`src/rtl/note_input_ctrl_pkg.sv`:
```
// Shared note codes, octave sizing and FSM encoding for the note input path
// and the downstream note-drawing stage.
package note_input_ctrl_pkg;

  localparam int unsigned NUM_KEYS = 12;
  localparam int unsigned OCT_W    = 2;

  typedef logic [3:0]       note_t;
  typedef logic [OCT_W-1:0] octave_t;

  localparam note_t NOTE_NONE = 4'd0;
  localparam note_t NOTE_A    = 4'd1;
  localparam note_t NOTE_AS   = 4'd2;
  localparam note_t NOTE_B    = 4'd3;
  localparam note_t NOTE_C    = 4'd4;
  localparam note_t NOTE_CS   = 4'd5;
  localparam note_t NOTE_D    = 4'd6;
  localparam note_t NOTE_DS   = 4'd7;
  localparam note_t NOTE_E    = 4'd8;
  localparam note_t NOTE_F    = 4'd9;
  localparam note_t NOTE_FS   = 4'd10;
  localparam note_t NOTE_G    = 4'd11;
  localparam note_t NOTE_GS   = 4'd12;

  localparam octave_t OCT_MAX = 2'd3;

  localparam logic [1:0] ST_IDLE = 2'd0;
  localparam logic [1:0] ST_LOAD = 2'd1;
  localparam logic [1:0] ST_HOLD = 2'd2;

  // Lowest-index pressed key wins; scanning downwards lets it overwrite last.
  function automatic note_t encode_keys(input logic [NUM_KEYS-1:0] k);
    note_t n;
    n = NOTE_NONE;
    for (int i = NUM_KEYS - 1; i >= 0; i--) begin
      if (k[i]) n = note_t'(i + 1);
    end
    return n;
  endfunction

endpackage

```
`src/rtl/note_input_ctrl_if.sv`:
```
// Key/button inputs and note/octave/load outputs of the note input controller.
interface note_input_ctrl_if;
  import note_input_ctrl_pkg::*;

  logic [NUM_KEYS-1:0] keys;
  logic                oct_up;
  logic                oct_down;
  note_t               note;
  octave_t             octave;
  logic                ld_note;

  modport master (
    output keys, oct_up, oct_down,
    input  note, octave, ld_note
  );

  modport slave (
    input  keys, oct_up, oct_down,
    output note, octave, ld_note
  );

endinterface

```
`src/rtl/debounce_sync.sv`:
```
// Per-bit 2-flop synchronizer followed by a consecutive-cycle debounce filter.
module debounce_sync #(
  parameter int unsigned WIDTH           = 1,
  parameter int unsigned DEBOUNCE_CYCLES = 16
) (
  input  logic             clk,
  input  logic             reset,
  input  logic [WIDTH-1:0] raw,
  output logic [WIDTH-1:0] accepted
);

  localparam int unsigned CNT_W = $clog2(DEBOUNCE_CYCLES + 1);

  logic [WIDTH-1:0] sync1_q, sync2_q, acc_q;
  logic [CNT_W-1:0] cnt_q [WIDTH];

  always_ff @(posedge clk or posedge reset) begin
    if (reset) begin
      sync1_q <= '0;
      sync2_q <= '0;
      acc_q   <= '0;
      for (int i = 0; i < int'(WIDTH); i++) cnt_q[i] <= '0;
    end else begin
      sync1_q <= raw;
      sync2_q <= sync1_q;
      for (int i = 0; i < int'(WIDTH); i++) begin
        // Any cycle agreeing with the accepted value restarts the count.
        if (sync2_q[i] != acc_q[i]) begin
          if (cnt_q[i] == CNT_W'(DEBOUNCE_CYCLES - 1)) begin
            acc_q[i] <= sync2_q[i];
            cnt_q[i] <= '0;
          end else begin
            cnt_q[i] <= cnt_q[i] + 1'b1;
          end
        end else begin
          cnt_q[i] <= '0;
        end
      end
    end
  end

  assign accepted = acc_q;

endmodule

```
`src/rtl/note_input_ctrl.sv`:
```
// Debounced key/octave input encoder issuing rate-limited note load strobes
// to the note-drawing stage.
module note_input_ctrl
  import note_input_ctrl_pkg::*;
#(
  parameter int unsigned DEBOUNCE_CYCLES = 16,
  parameter int unsigned HOLDOFF_CYCLES  = 1024
) (
  input logic              clk,
  input logic              reset,
  note_input_ctrl_if.slave bus
);

  localparam int unsigned HOLD_W = $clog2(HOLDOFF_CYCLES + 1);

  logic [NUM_KEYS-1:0] keys_acc;
  logic [1:0]          btn_acc, btn_prev_q;
  logic                up_rise, down_rise;
  octave_t             oct_q, oct_d;
  note_t               cand_note;
  logic [1:0]          state_q, state_d;
  logic [HOLD_W-1:0]   hold_cnt_q, hold_cnt_d;
  note_t               note_q;
  octave_t             octave_q;
  logic                ld_q, load;

  debounce_sync #(
    .WIDTH          (NUM_KEYS),
    .DEBOUNCE_CYCLES(DEBOUNCE_CYCLES)
  ) u_keys (
    .clk     (clk),
    .reset   (reset),
    .raw     (bus.keys),
    .accepted(keys_acc)
  );

  debounce_sync #(
    .WIDTH          (2),
    .DEBOUNCE_CYCLES(DEBOUNCE_CYCLES)
  ) u_btns (
    .clk     (clk),
    .reset   (reset),
    .raw     ({bus.oct_down, bus.oct_up}),
    .accepted(btn_acc)
  );

  assign up_rise   = btn_acc[0] & ~btn_prev_q[0];
  assign down_rise = btn_acc[1] & ~btn_prev_q[1];
  assign cand_note = encode_keys(keys_acc);

  always_comb begin
    oct_d = oct_q;
    if (up_rise && !down_rise && oct_q != OCT_MAX) begin
      oct_d = oct_q + 1'b1;
    end else if (down_rise && !up_rise && oct_q != '0) begin
      oct_d = oct_q - 1'b1;
    end
  end

  // Candidate is compared only in IDLE, so changes during HOLD collapse to the latest.
  always_comb begin
    state_d    = state_q;
    hold_cnt_d = hold_cnt_q;
    case (state_q)
      ST_IDLE: if ({cand_note, oct_q} != {note_q, octave_q}) state_d = ST_LOAD;
      ST_LOAD: begin
        state_d    = ST_HOLD;
        hold_cnt_d = '0;
      end
      ST_HOLD: begin
        if (hold_cnt_q == HOLD_W'(HOLDOFF_CYCLES - 1)) begin
          state_d    = ST_IDLE;
          hold_cnt_d = '0;
        end else begin
          hold_cnt_d = hold_cnt_q + 1'b1;
        end
      end
      default: state_d = ST_IDLE;
    endcase
  end

  assign load = (state_q == ST_IDLE) && (state_d == ST_LOAD);

  always_ff @(posedge clk or posedge reset) begin
    if (reset) begin
      btn_prev_q <= '0;
      oct_q      <= '0;
      state_q    <= ST_IDLE;
      hold_cnt_q <= '0;
      note_q     <= NOTE_NONE;
      octave_q   <= '0;
      ld_q       <= 1'b0;
    end else begin
      btn_prev_q <= btn_acc;
      oct_q      <= oct_d;
      state_q    <= state_d;
      hold_cnt_q <= hold_cnt_d;
      ld_q       <= load;
      // Outputs are loaded on entry to LOAD so they are valid alongside ld_note.
      if (load) begin
        note_q   <= cand_note;
        octave_q <= oct_q;
      end
    end
  end

  assign bus.note    = note_q;
  assign bus.octave  = octave_q;
  assign bus.ld_note = ld_q;

endmodule

```
`src/flat_wrapper.sv`:
```
// flat-port wrapper written by rule: the top's interface ports become plain ports
module note_input_ctrl_flat import note_input_ctrl_pkg::*;
#(
  parameter int unsigned DEBOUNCE_CYCLES = 16,
  parameter int unsigned HOLDOFF_CYCLES  = 1024
)
  (clk, reset, bus_keys, bus_oct_up, bus_oct_down, bus_note, bus_octave, bus_ld_note);
  note_input_ctrl_if bus_i ();
  input logic clk;
  input logic reset;
  input wire logic [$bits(bus_i.keys)-1:0] bus_keys;
  input wire logic [$bits(bus_i.oct_up)-1:0] bus_oct_up;
  input wire logic [$bits(bus_i.oct_down)-1:0] bus_oct_down;
  output wire logic [$bits(bus_i.note)-1:0] bus_note;
  output wire logic [$bits(bus_i.octave)-1:0] bus_octave;
  output wire logic [$bits(bus_i.ld_note)-1:0] bus_ld_note;
  assign bus_i.keys = bus_keys;
  assign bus_i.oct_up = bus_oct_up;
  assign bus_i.oct_down = bus_oct_down;
  assign bus_note = bus_i.note;
  assign bus_octave = bus_i.octave;
  assign bus_ld_note = bus_i.ld_note;
  note_input_ctrl #(.DEBOUNCE_CYCLES(DEBOUNCE_CYCLES), .HOLDOFF_CYCLES(HOLDOFF_CYCLES)) u_core (.clk(clk), .reset(reset), .bus(bus_i));
endmodule
```
`config.mk`:
```
export PLATFORM = sky130hd
export DESIGN_NAME = note_input_ctrl_flat
export DESIGN_NICKNAME = d
export VERILOG_FILES = /design/src/rtl/note_input_ctrl_pkg.sv /design/src/rtl/note_input_ctrl_if.sv /design/src/rtl/debounce_sync.sv /design/src/rtl/note_input_ctrl.sv /design/src/flat_wrapper.sv
export SDC_FILE = /design/constraint.sdc
export NUM_CORES = 1
export LEC_CHECK = 0
export BUFFER_PORTS_ARGS = -buffer_cell sky130_fd_sc_hd__buf_2
export CAP_MARGIN = 10
export CORE_MARGIN = 2
export CORE_UTILIZATION = 55
export CTS_CLUSTER_SIZE = 20
export DETAILED_ROUTE_END_ITERATION = 7
export MAX_ROUTING_LAYER = met4
export PLACE_DENSITY = 0.73
export SLEW_MARGIN = 25
export SYNTH_ARGS = -nofsm -noshare
export SYNTH_HDL_FRONTEND = slang
export SYNTH_SLANG_ARGS = --single-unit
export TNS_END_PERCENT = 5
```
`constraint.sdc`:
```
create_clock -name clk -period 4.23 [get_ports clk]
set_input_delay 0.2115 -clock clk [delete_from_list [all_inputs] [get_ports clk]]
set_output_delay 0.2115 -clock clk [all_outputs]
set_load 0.02 [all_outputs]
```
**After elaboration in Yosys (flattened, before gate mapping)**

Index checks and enable logic that the tools add are counted.

- Mux-type cells: 47
- $add $sub $neg: 17
- Reductions and logical operators: 25
- Equal/unequal tests: 34
- Bitwise logic cells: 4

Operators with widths:

| operator | count |
|---|---|
| $mux 5 | 28 |
| $add 5x1->5 const B | 14 |
| $eq 5x4->1 const B | 14 |
| $mux 4 | 12 |
| $reduce_and 2->1 | 14 |
| $pmux 11 s2 | 1 |
| $ne 1x1->1 | 14 |
| $add 11x1->11 const B | 1 |
| $eq 11x10->1 const B | 1 |
| $mux 11 | 1 |
| $mux 2 | 4 |
| $ne 6x6->1 | 1 |
| $pmux 2 s3 | 1 |
| $reduce_bool 2->1 | 3 |
| $logic_and 1x1->1 | 5 |
| $eq 2x1->1 const B | 2 |
| $add 2x1->2 const B | 1 |
| $and 1x1->1 | 2 |
| $eq 2x2->1 const B | 1 |
| $logic_not 1->1 | 2 |
| $logic_not 2->1 | 1 |
| $ne 2x2->1 const B | 1 |
| $not 1->1 | 2 |
| $sub 2x1->2 const B | 1 |

- Register bits: 136
- Output and inout bits: 7
- Word-level logic and storage cells: 166
- Bits of input ports: 16

**Depth between registers and ports, before layout**

Gate-level depths: netlist of the first run.

- Depth in word-level cells: 17
- Mapped depth: 9
- Depth with buffers taken out: 7

**By module**

Synthesis of the first run repeated with hierarchy kept, for this count alone.

- Cell total of the unflattened synthesis: 485
- Area total of the unflattened synthesis: 5730.5 um2

Modules (own cells, without submodules):

| module | area an instance (um2) | instances | sequential area each (um2) | cells each |
|---|---|---|---|---|
| debounce_sync at u_core.u_keys | 3649.8 | 1 | 2402.3 | 275 |
| note_input_ctrl | 1471.4 | 1 | 600.6 | 164 |
| debounce_sync at u_core.u_btns | 609.3 | 1 | 400.4 | 46 |

**Least setup slack after synthesis of the first run**

No wires, ideal clock.

- Path kind: register to register
- From: register u_core.hold_cnt_q[0]
- To: register u_core.note_q[1] (netlist: u_core.bus.note[1])
- Data required time: 4143 ps
- Data arrival time: 2076 ps
- Library setup time: 87 ps
- Cell stages (with the launch flop): 9
- Slack: 2068 ps
- Period minus slack after synthesis: 2162 ps
- Path buffers: 1
- Cells stage by stage: dfrtp_1 ha_1 nand2_1 o41ai_4 o211ai_1 clkbuf_1 or3_1 o311a_1 o211ai_1

- Longest elaborated chain between the ends: 5

RTL lines:

| item | RTL line | text |
|---|---|---|
| from (decl) | note_input_ctrl.sv:22 | `logic [HOLD_W-1:0] hold_cnt_q, hold_cnt_d;` |
| from (signal assigned) | note_input_ctrl.sv:97 | `hold_cnt_q <= hold_cnt_d;` |
| $eq 11x10->1 | note_input_ctrl.sv:71 | `if (hold_cnt_q == HOLD_W'(HOLDOFF_CYCLES - 1)) begin` |
| $mux 2 | note_input_ctrl.sv:71 |  |
| $pmux 2 s3 | note_input_ctrl.sv:64 | `case (state_q)` |
| $eq 2x1->1 | note_input_ctrl.sv:82 | `assign load = (state_q == ST_IDLE) && (state_d == ST_LOAD);` |
| $logic_and 1x1->1 | note_input_ctrl.sv:82 |  |
| to (signal assigned) | note_input_ctrl.sv:101 | `note_q <= cand_note;` |
| to (decl) | note_input_ctrl.sv:23 | `note_t note_q;` |

No other way between the ends.
A chain may end at the register's enable or synchronous reset.

**Worst setup path after layout of the first run**

- From: register u_core.hold_cnt_q[0]
- To: register u_core.octave_q[0] (netlist: u_core.bus.octave[0])

- Longest elaborated chain between the ends: 5

RTL lines:

| item | RTL line | text |
|---|---|---|
| $eq 11x10->1 | note_input_ctrl.sv:71 |  |
| $mux 2 | note_input_ctrl.sv:71 |  |
| $pmux 2 s3 | note_input_ctrl.sv:64 |  |
| $eq 2x1->1 | note_input_ctrl.sv:82 |  |
| $logic_and 1x1->1 | note_input_ctrl.sv:82 |  |
| to (signal assigned) | note_input_ctrl.sv:102 | `octave_q <= oct_q;` |
| to (decl) | note_input_ctrl.sv:24 | `octave_t octave_q;` |

No other way between the ends.

==> key figures, run 1 <==
Power and ir drop
  • Worst vdd ir: 0.290 mV
  • Pwr Total: 3.30 mW
  • Pwr per Cell Area: 491 mW/mm²
  • Leakage: approximately 3.3 nW

Worst setup path
  • WS Path Type: reg2reg
  • Arrival @ worst endpoint: around 2.9 ns
  • CP max stage delay: 0.59 ns
  • Slowest-stage cell, CP: o41ai_4
  • Cell chain of the critical path: ha_1, nand2_1, o41ai_4, o211ai_1, buf_4, or3_1, o311a_1, o311ai_0
  • CP max FO: 21
  • Startpoint Class: register
  • Worst path bufs/invs: 1
  • Worst Path Required: roughly 4.6 ns
  • Cell family with most CP delay: compound AO/OA/AOI/OAI gates
  • Crit. End Element: register

Synth
  • Synth async-reset ratio: 100%
  • Area contributors post-synth: dfrtp_1 60%, xor2_1 7.1%, ha_1 4.2%
  • Post-synth EDFFs: 0
  • Top cell type's share of synthesized area: 59.8%
  • Synth unique cells: 43
  • Cell taking the most area after synthesis: dfrtp_1
  • Syn Std Cell Area: 0.00569 mm²
  • Average size of a mapped cell: 11.6 µm²
  • Syn nets: between 500 and 600
  • Synth Flop Type: dfrtp_1
  • Synth Register Bits: 136
  • Synth warnings: 0
  • Post-synthesis instance total: 492
  • Seq/Total Area, Yosys: 59.8%

Timing
  • Worst hold slack: roughly 0.33 ns
  • Setup ws final: 1.77 ns
  • Fin crit period: 2.46 ns
  • Tcrit/Tclk final: 58.3%
  • Setup TNS Final: 0 ns
  • RSZ-0062 raised after global routing: false
  • Final Hold Fails: 0
  • Final Max Tran Viols: 0
  • Worst Skew: around 0.0065 ns
  • Slew @ Worst Pin: 0.839 ns
  • Fmax: 406 MHz
  • Relative slew slack: 44.1%
  • Final setup fails: 0

Global routing
  • GR Overflow Total: 0
  • First-pass GRT wire length: ~17000 µm
  • All-layer global routing usage: 19.4%
  • Vias in the first global route: 3773
  • Antenna violations before repair: 0
  • Largest net degree at the start of global routing: just over 100

Clock tree
  • Reg clk slew, reported paths: approximately 0.06 ns
  • CTS tree: done
  • CTS Buffer Depth: 2
  • Clock Tree Root: clkbuf_8
  • Postcts setup bufs: 0
  • CTS sink cnt: 136
  • CTS Buf Count: 17
  • H-tree levels: 4
  • Clock Latency Late Sink: 0.52 ns

Placement
  • Post-place instance area: between 0.005 and 0.006 mm²
  • Post-DP HPWL: 6290 µm
  • Placed cells: 645
  • Gpl congestion: 0.825
  • I/O Buffers: 22
  • DP Worst Slack: 1.77 ns

Routing
  • DRT Wirelength: 9210 µm
  • Drt pass-1 iters: 5
  • Vias: 3646
  • Drt wl/cell: 13.3 µm
  • DRC Markers: 0
  • Iter 0 DRT Violations: between 150 and 200
  • Vias/cell: 5.28
  • Routed Antenna Nets: 0

Die
  • Die Height: around 110 µm
  • Core Rows: 37
  • DIE WIDTH: 106 µm
  • Initial Utilization: 55.9%
  • I/O pin count: 23
  • Die ar.: 0.0112 mm²
  • Core Region: between 0.01 and 0.015 mm²

Cells and area
  • Non-Filler Instances: between 600 and 700
  • Ratio of cells with drive above 1 in the final layout: 13.3%
  • Post-route cell area: 0.00671 mm²
  • Total Nets Final: 578
  • Filler Cell Count: 777
  • Antenna fix cells: 0
  • Post-Route Utilization: 65.9%
  • Leading cell type in the layout, fill and taps excluded: dfrtp_1
  • Layout area overhead: 17.9%
  • Most frequent cells in the layout: 136 x dfrtp_1, 57 x nor2_1, 46 x xor2_1

Run
  • Maxcap violations: 0

Min path
  • Hold Crit Class: in2reg

Outcome
  • Status: finished, final reports clean
-- metal layers --
layer	GRT usage, %	share of wire (%)	routed length (µm)
met5	-	0	0
met4	6.30	1.2	114
met3	5.94	3.9	359
met2	30.8	48	4410
met1	24.0	47	4320
-- cell families after synthesis --
logic type,share of synthesized area (%)
AND/OR/NAND/NOR,16.6
flip-flops,59.8
AO/OA/AOI/OAI,7.36
XOR/XNOR,7.39
buffers and inverters,1.71
adder cells (fa/ha/maj),4.18
multiplexers,2.95
-- worst paths after layout --
kind | startpoint | to | slack, ns | cells past startpoint
setup / recovery | u_core.hold_cnt_q[0]$_DFFE_PP0P_ | u_core.bus.octave[0]$_DFFE_PP0P_ | 1.77 | 8
hold / removal | bus_keys[8] | u_core.u_keys.sync1_q[8]$_DFF_PP0_ | 0.33 | 2
setup reg to reg | u_core.hold_cnt_q[0]$_DFFE_PP0P_ | u_core.bus.octave[0]$_DFFE_PP0P_ | 1.77 | 8
hold reg to reg | u_core.u_keys.sync1_q[7]$_DFF_PP0_ | u_core.u_keys.sync2_q[7]$_DFF_PP0_ | 0.35 | 0
max in group asynchronous | reset | u_core.hold_cnt_q[5]$_DFFE_PP0P_ | 2.82 | 4
min in group asynchronous | reset | u_core.u_keys.cnt_q[45]$_DFF_PP0_ | 0.42 | 3
-- cell usage after synthesis, drive strengths merged, types with 4 or more instances --
library cell and instances:
o21ai 29, o31ai 5, mux2 14, nand2b 5, o311a 4, xor2 46, dfrtp 136, nand2 30
or3 6, o211ai 4, nand3 38, nor2 57, and3 18, and2 22, clkbuf 7, ha 19
inv 19
-- state kept, by name, indices dropped and copies added (netlist names) --
signal / cells
u_core.u_keys.cnt_q: 60
u_core.bus.ld_note: 1
u_core.u_keys.sync1_q: 12
u_core.bus.octave: 2
u_core.u_btns.sync1_q: 2
u_core.u_keys.accepted: 12
u_core.bus.note: 4
u_core.hold_cnt_q: 11
u_core.oct_q: 2
u_core.u_btns.accepted: 2
u_core.btn_prev_q: 2
u_core.state_q: 2
u_core.u_btns.cnt_q: 10
u_core.u_keys.sync2_q: 12
u_core.u_btns.sync2_q: 2
-- cell type report --
type                    instances  area (µm²)  area share (%)
inverters                      19        76.3            1.14
repair buffers                 39         275            4.10
flip-flops and latches        136        3400            50.7
well taps                     136         170            2.53
multi-input cells             330        2190            32.6
clock buffers                  18         418            6.23
clock inverters                13         179            2.67
-- where the power goes --
part | internal (mW) | switching, mW | total [mW]
clock | 0.950 | 0.535 | 1.48
sequential | 1.37 | 0.0541 | 1.42
combinational | 0.144 | 0.245 | 0.390
total | 2.46 | 0.834 | 3.30
-- what timing repair did --
action,in CTS,in global routing
hold endpoints to repair,113,0
hold buffers,15,0
resized for setup,0,0
-- worst register-to-register path: cells and delay by family (launching register included) --
kind / cells / cell delay, ns
AOI/OAI and AO/OA: 4 / 0.98
adders and majority gates: 1 / 0.25
buffers and inverters: 1 / 0.22
DFF: 1 / 0.40
and+or+nand+nor: 2 / 0.49
Note: power is estimated with default switching activity, not from simulation.
==> run 2, diff against run 1 <==
- clock period: 4.23 -> 2.5 ns (I/O delays scaled with it)
==> key figures, run 2 (same netlist as run 1, synthesis figures left out) <==
Clock tree
  • PostCTS Resize Cnt: 0 (unchanged)
  • Clock Tree Root: clkbuf_8 (unchanged)
  • Reg clk slew, reported paths: 0.06 ns (about the same)
  • Clock Latency Late Sink: 0.53 ns (was 0.52 ns)
  • H-tree levels: 4 (unchanged)
  • CTS sink cnt: 136 (unchanged)
  • CTS Buf Count: 17 (unchanged)
  • CTS tree: done (unchanged)
  • CTS Buffer Depth: 2 (unchanged)
  • Postcts setup bufs: 0 (unchanged)
  • CTS Hold Buffers Added: 15 (unchanged)

Worst setup path
  • WS Path Type: reg2reg (unchanged)
  • Startpoint Class: register (unchanged)
  • CP max FO: 7 (was 21)
  • Arrival @ worst endpoint: 2.72 ns (was 2.85 ns)
  • Crit. End Element: register (unchanged)
  • Worst Path Required: 2.88 ns (was 4.62 ns)

Timing
  • Worst Skew: 0.00618 ns (was 0.00647 ns)
  • Fin crit period: 2.35 ns (was 2.46 ns)
  • Setup TNS Final: 0 ns (unchanged)
  • Fmax: 426 MHz (was 406 MHz)
  • RSZ-0062 raised after global routing: false (unchanged)
  • Setup ws final: 0.151 ns (was 1.77 ns)
  • Final setup fails: 0 (unchanged)
  • Relative slew slack: 60.5% (was 44.1%)
  • Slew @ Worst Pin: 0.593 ns (was 0.839 ns)
  • Tcrit/Tclk final: 94.0% (was 58.3%)
  • Final Hold Fails: 0 (unchanged)
  • Final Max Tran Viols: 0 (unchanged)

Placement
  • DP Worst Slack: 0.169 ns (was 1.77 ns)
  • I/O Buffers: 22 (unchanged)
  • Placed cells: 650 (was 645)
  • Post-DP HPWL: 6460 µm (was 6290 µm)
  • Gpl congestion: 0.784 (was 0.825)

Routing
  • Drt wl/cell: 14.0 µm (was 13.3 µm)
  • Vias/cell: 5.33 (was 5.28)
  • Routed Antenna Nets: 0 (unchanged)
  • DRC Markers: 0 (unchanged)
  • Vias: 3690 (was 3646)
  • Drt pass-1 iters: 4 (was 5)
  • DRT Wirelength: 9670 µm (was 9210 µm)
  • Iter 0 DRT Violations: 120 (was 167)

Power and ir drop
  • Clock power share: 43.1% (was 45.0%)
  • Leakage: 3.35 nW (was 3.34 nW)
  • Internal power: 4.07 mW (was 2.46 mW)
  • Flop pwr share: 44.3% (was 43.2%)
  • Sw Ratio: 25.3% (about the same)
  • Pwr Total: 5.44 mW (was 3.30 mW)
  • Pwr per Cell Area: 811 mW/mm² (was 491 mW/mm²)
  • Logic pwr share: 12.6% (was 11.8%)
  • Worst vdd ir: 0.608 mV (was 0.290 mV)
  • Net Switching: 1.37 mW (was 0.834 mW)

Cells and area
  • Max reg flops: 60 (unchanged)
  • Ratio of cells with drive above 1 in the final layout: 13.3% (about the same)
  • Post-Route Utilization: 65.9% (about the same)
  • Largest Register: u_core.u_keys.cnt_q (unchanged)
  • Layout area overhead: 17.9% (about the same)
  • Total Nets Final: 583 (was 578)
  • Filler Cell Count: 798 (was 777)
  • Leading cell type in the layout, fill and taps excluded: dfrtp_1 (unchanged)
  • Non-Filler Instances: 692 (was 691)
  • Antenna fix cells: 0 (unchanged)
  • Most frequent cells in the layout: 136 x dfrtp_1, 57 x nor2_1, 46 x xor2_1 (unchanged)

Die
  • Core Region: 0.0102 mm² (unchanged)
  • I/O pin count: 23 (unchanged)
  • Core Rows: 37 (unchanged)
  • Die Height: 106 µm (unchanged)
  • Initial Utilization: 55.9% (unchanged)
  • DIE WIDTH: 106 µm (unchanged)
  • Die ar.: 0.0112 mm² (unchanged)

Global routing
  • All-layer global routing usage: 20.2% (was 19.4%)
  • First-pass GRT wire length: 17100 µm (was 16700 µm)
  • Vias in the first global route: 3737 (was 3773)
  • Largest net degree at the start of global routing: 50 (was 101)
  • Antenna violations before repair: 0 (unchanged)
  • GR Overflow Total: 0 (unchanged)

Min path
  • Hold Crit Class: in2async (was in2reg)

Outcome
  • Status: finished, final reports clean (unchanged)

Run
  • Maxcap violations: 0 (unchanged)
[run 2: final timing paths]
check,start,to,slack [ns],cells past startpoint
min in group clk,bus_keys[10],u_core.u_keys.sync1_q[10]$_DFF_PP0_,0.23,2
worst max register to register,u_core.u_keys.accepted[9]$_DFFE_PP0P_,u_core.bus.octave[1]$_DFFE_PP0P_,0.15,6
max in group asynchronous,reset,u_core.u_keys.cnt_q[28]$_DFF_PP0_,1.35,4
worst max-delay path,u_core.u_keys.accepted[9]$_DFFE_PP0P_,u_core.bus.octave[1]$_DFFE_PP0P_,0.15,6
worst min-delay path,reset,u_core.u_keys.cnt_q[21]$_DFF_PP0_,0.19,3
worst min register to register,u_core.u_keys.sync1_q[2]$_DFF_PP0_,u_core.u_keys.sync2_q[2]$_DFF_PP0_,0.35,0
[run 2: worst max-delay path: stages (launching register included)]
cell and delay [ns]:
dfrtp_1 0.42, or4_4 0.57, o211ai_4 0.22, xnor2_1 0.13, nor4_4 0.45, and2_1 0.26, o311ai_0 0.15
[run 2: layout make-up]
| class | count | area [µm²] | area share (%) |
|---|---|---|---|
| clock inverters | 4 | 70.1 | 1.04 |
| clock buffers | 23 | 477 | 7.10 |
| well taps | 136 | 170 | 2.54 |
| multi-input cells | 330 | 2190 | 32.6 |
| repair buffers | 44 | 325 | 4.85 |
| flip-flops and latches | 136 | 3400 | 50.7 |
| inverters | 19 | 75.1 | 1.12 |
[run 2: per-stage QoR]
step	instance area (µm²)	hold slack (ns)
4_1_cts	6710	0.189
6_report	6710	0.194
3_3_place_gp	6010	0.197
5_1_grt	6710	0.215
3_5_place_dp	6010	0.200
2_1_floorplan	5700	0.156
[run 2: power groups by stage]
| stage | Sequential (mW) | Clock [mW] | Combinational, mW |
|---|---|---|---|
| after detailed placement | 2.45 | 0 | 0.666 |
| after floorplan | 2.44 | 0 | 0.487 |
| final | 2.41 | 2.34 | 0.688 |
| after global placement | 2.44 | 0 | 0.642 |
| after CTS | 2.41 | 2.39 | 0.695 |
| after global routing | 2.42 | 2.48 | 0.786 |
[run 2: metal layers]
metal / part of all wire (%) / track usage (%) / wire [µm] / vias to the layer above
met1: 47 / 25.4 / 4520 / 1835
li1: - / - / - / 1804
met5: 0 / - / 0 / -
met2: 48 / 30.9 / 4680 / 37
met4: 1.4 / 6.48 / 137 / 0
met3: 3.5 / 7.36 / 340 / 14
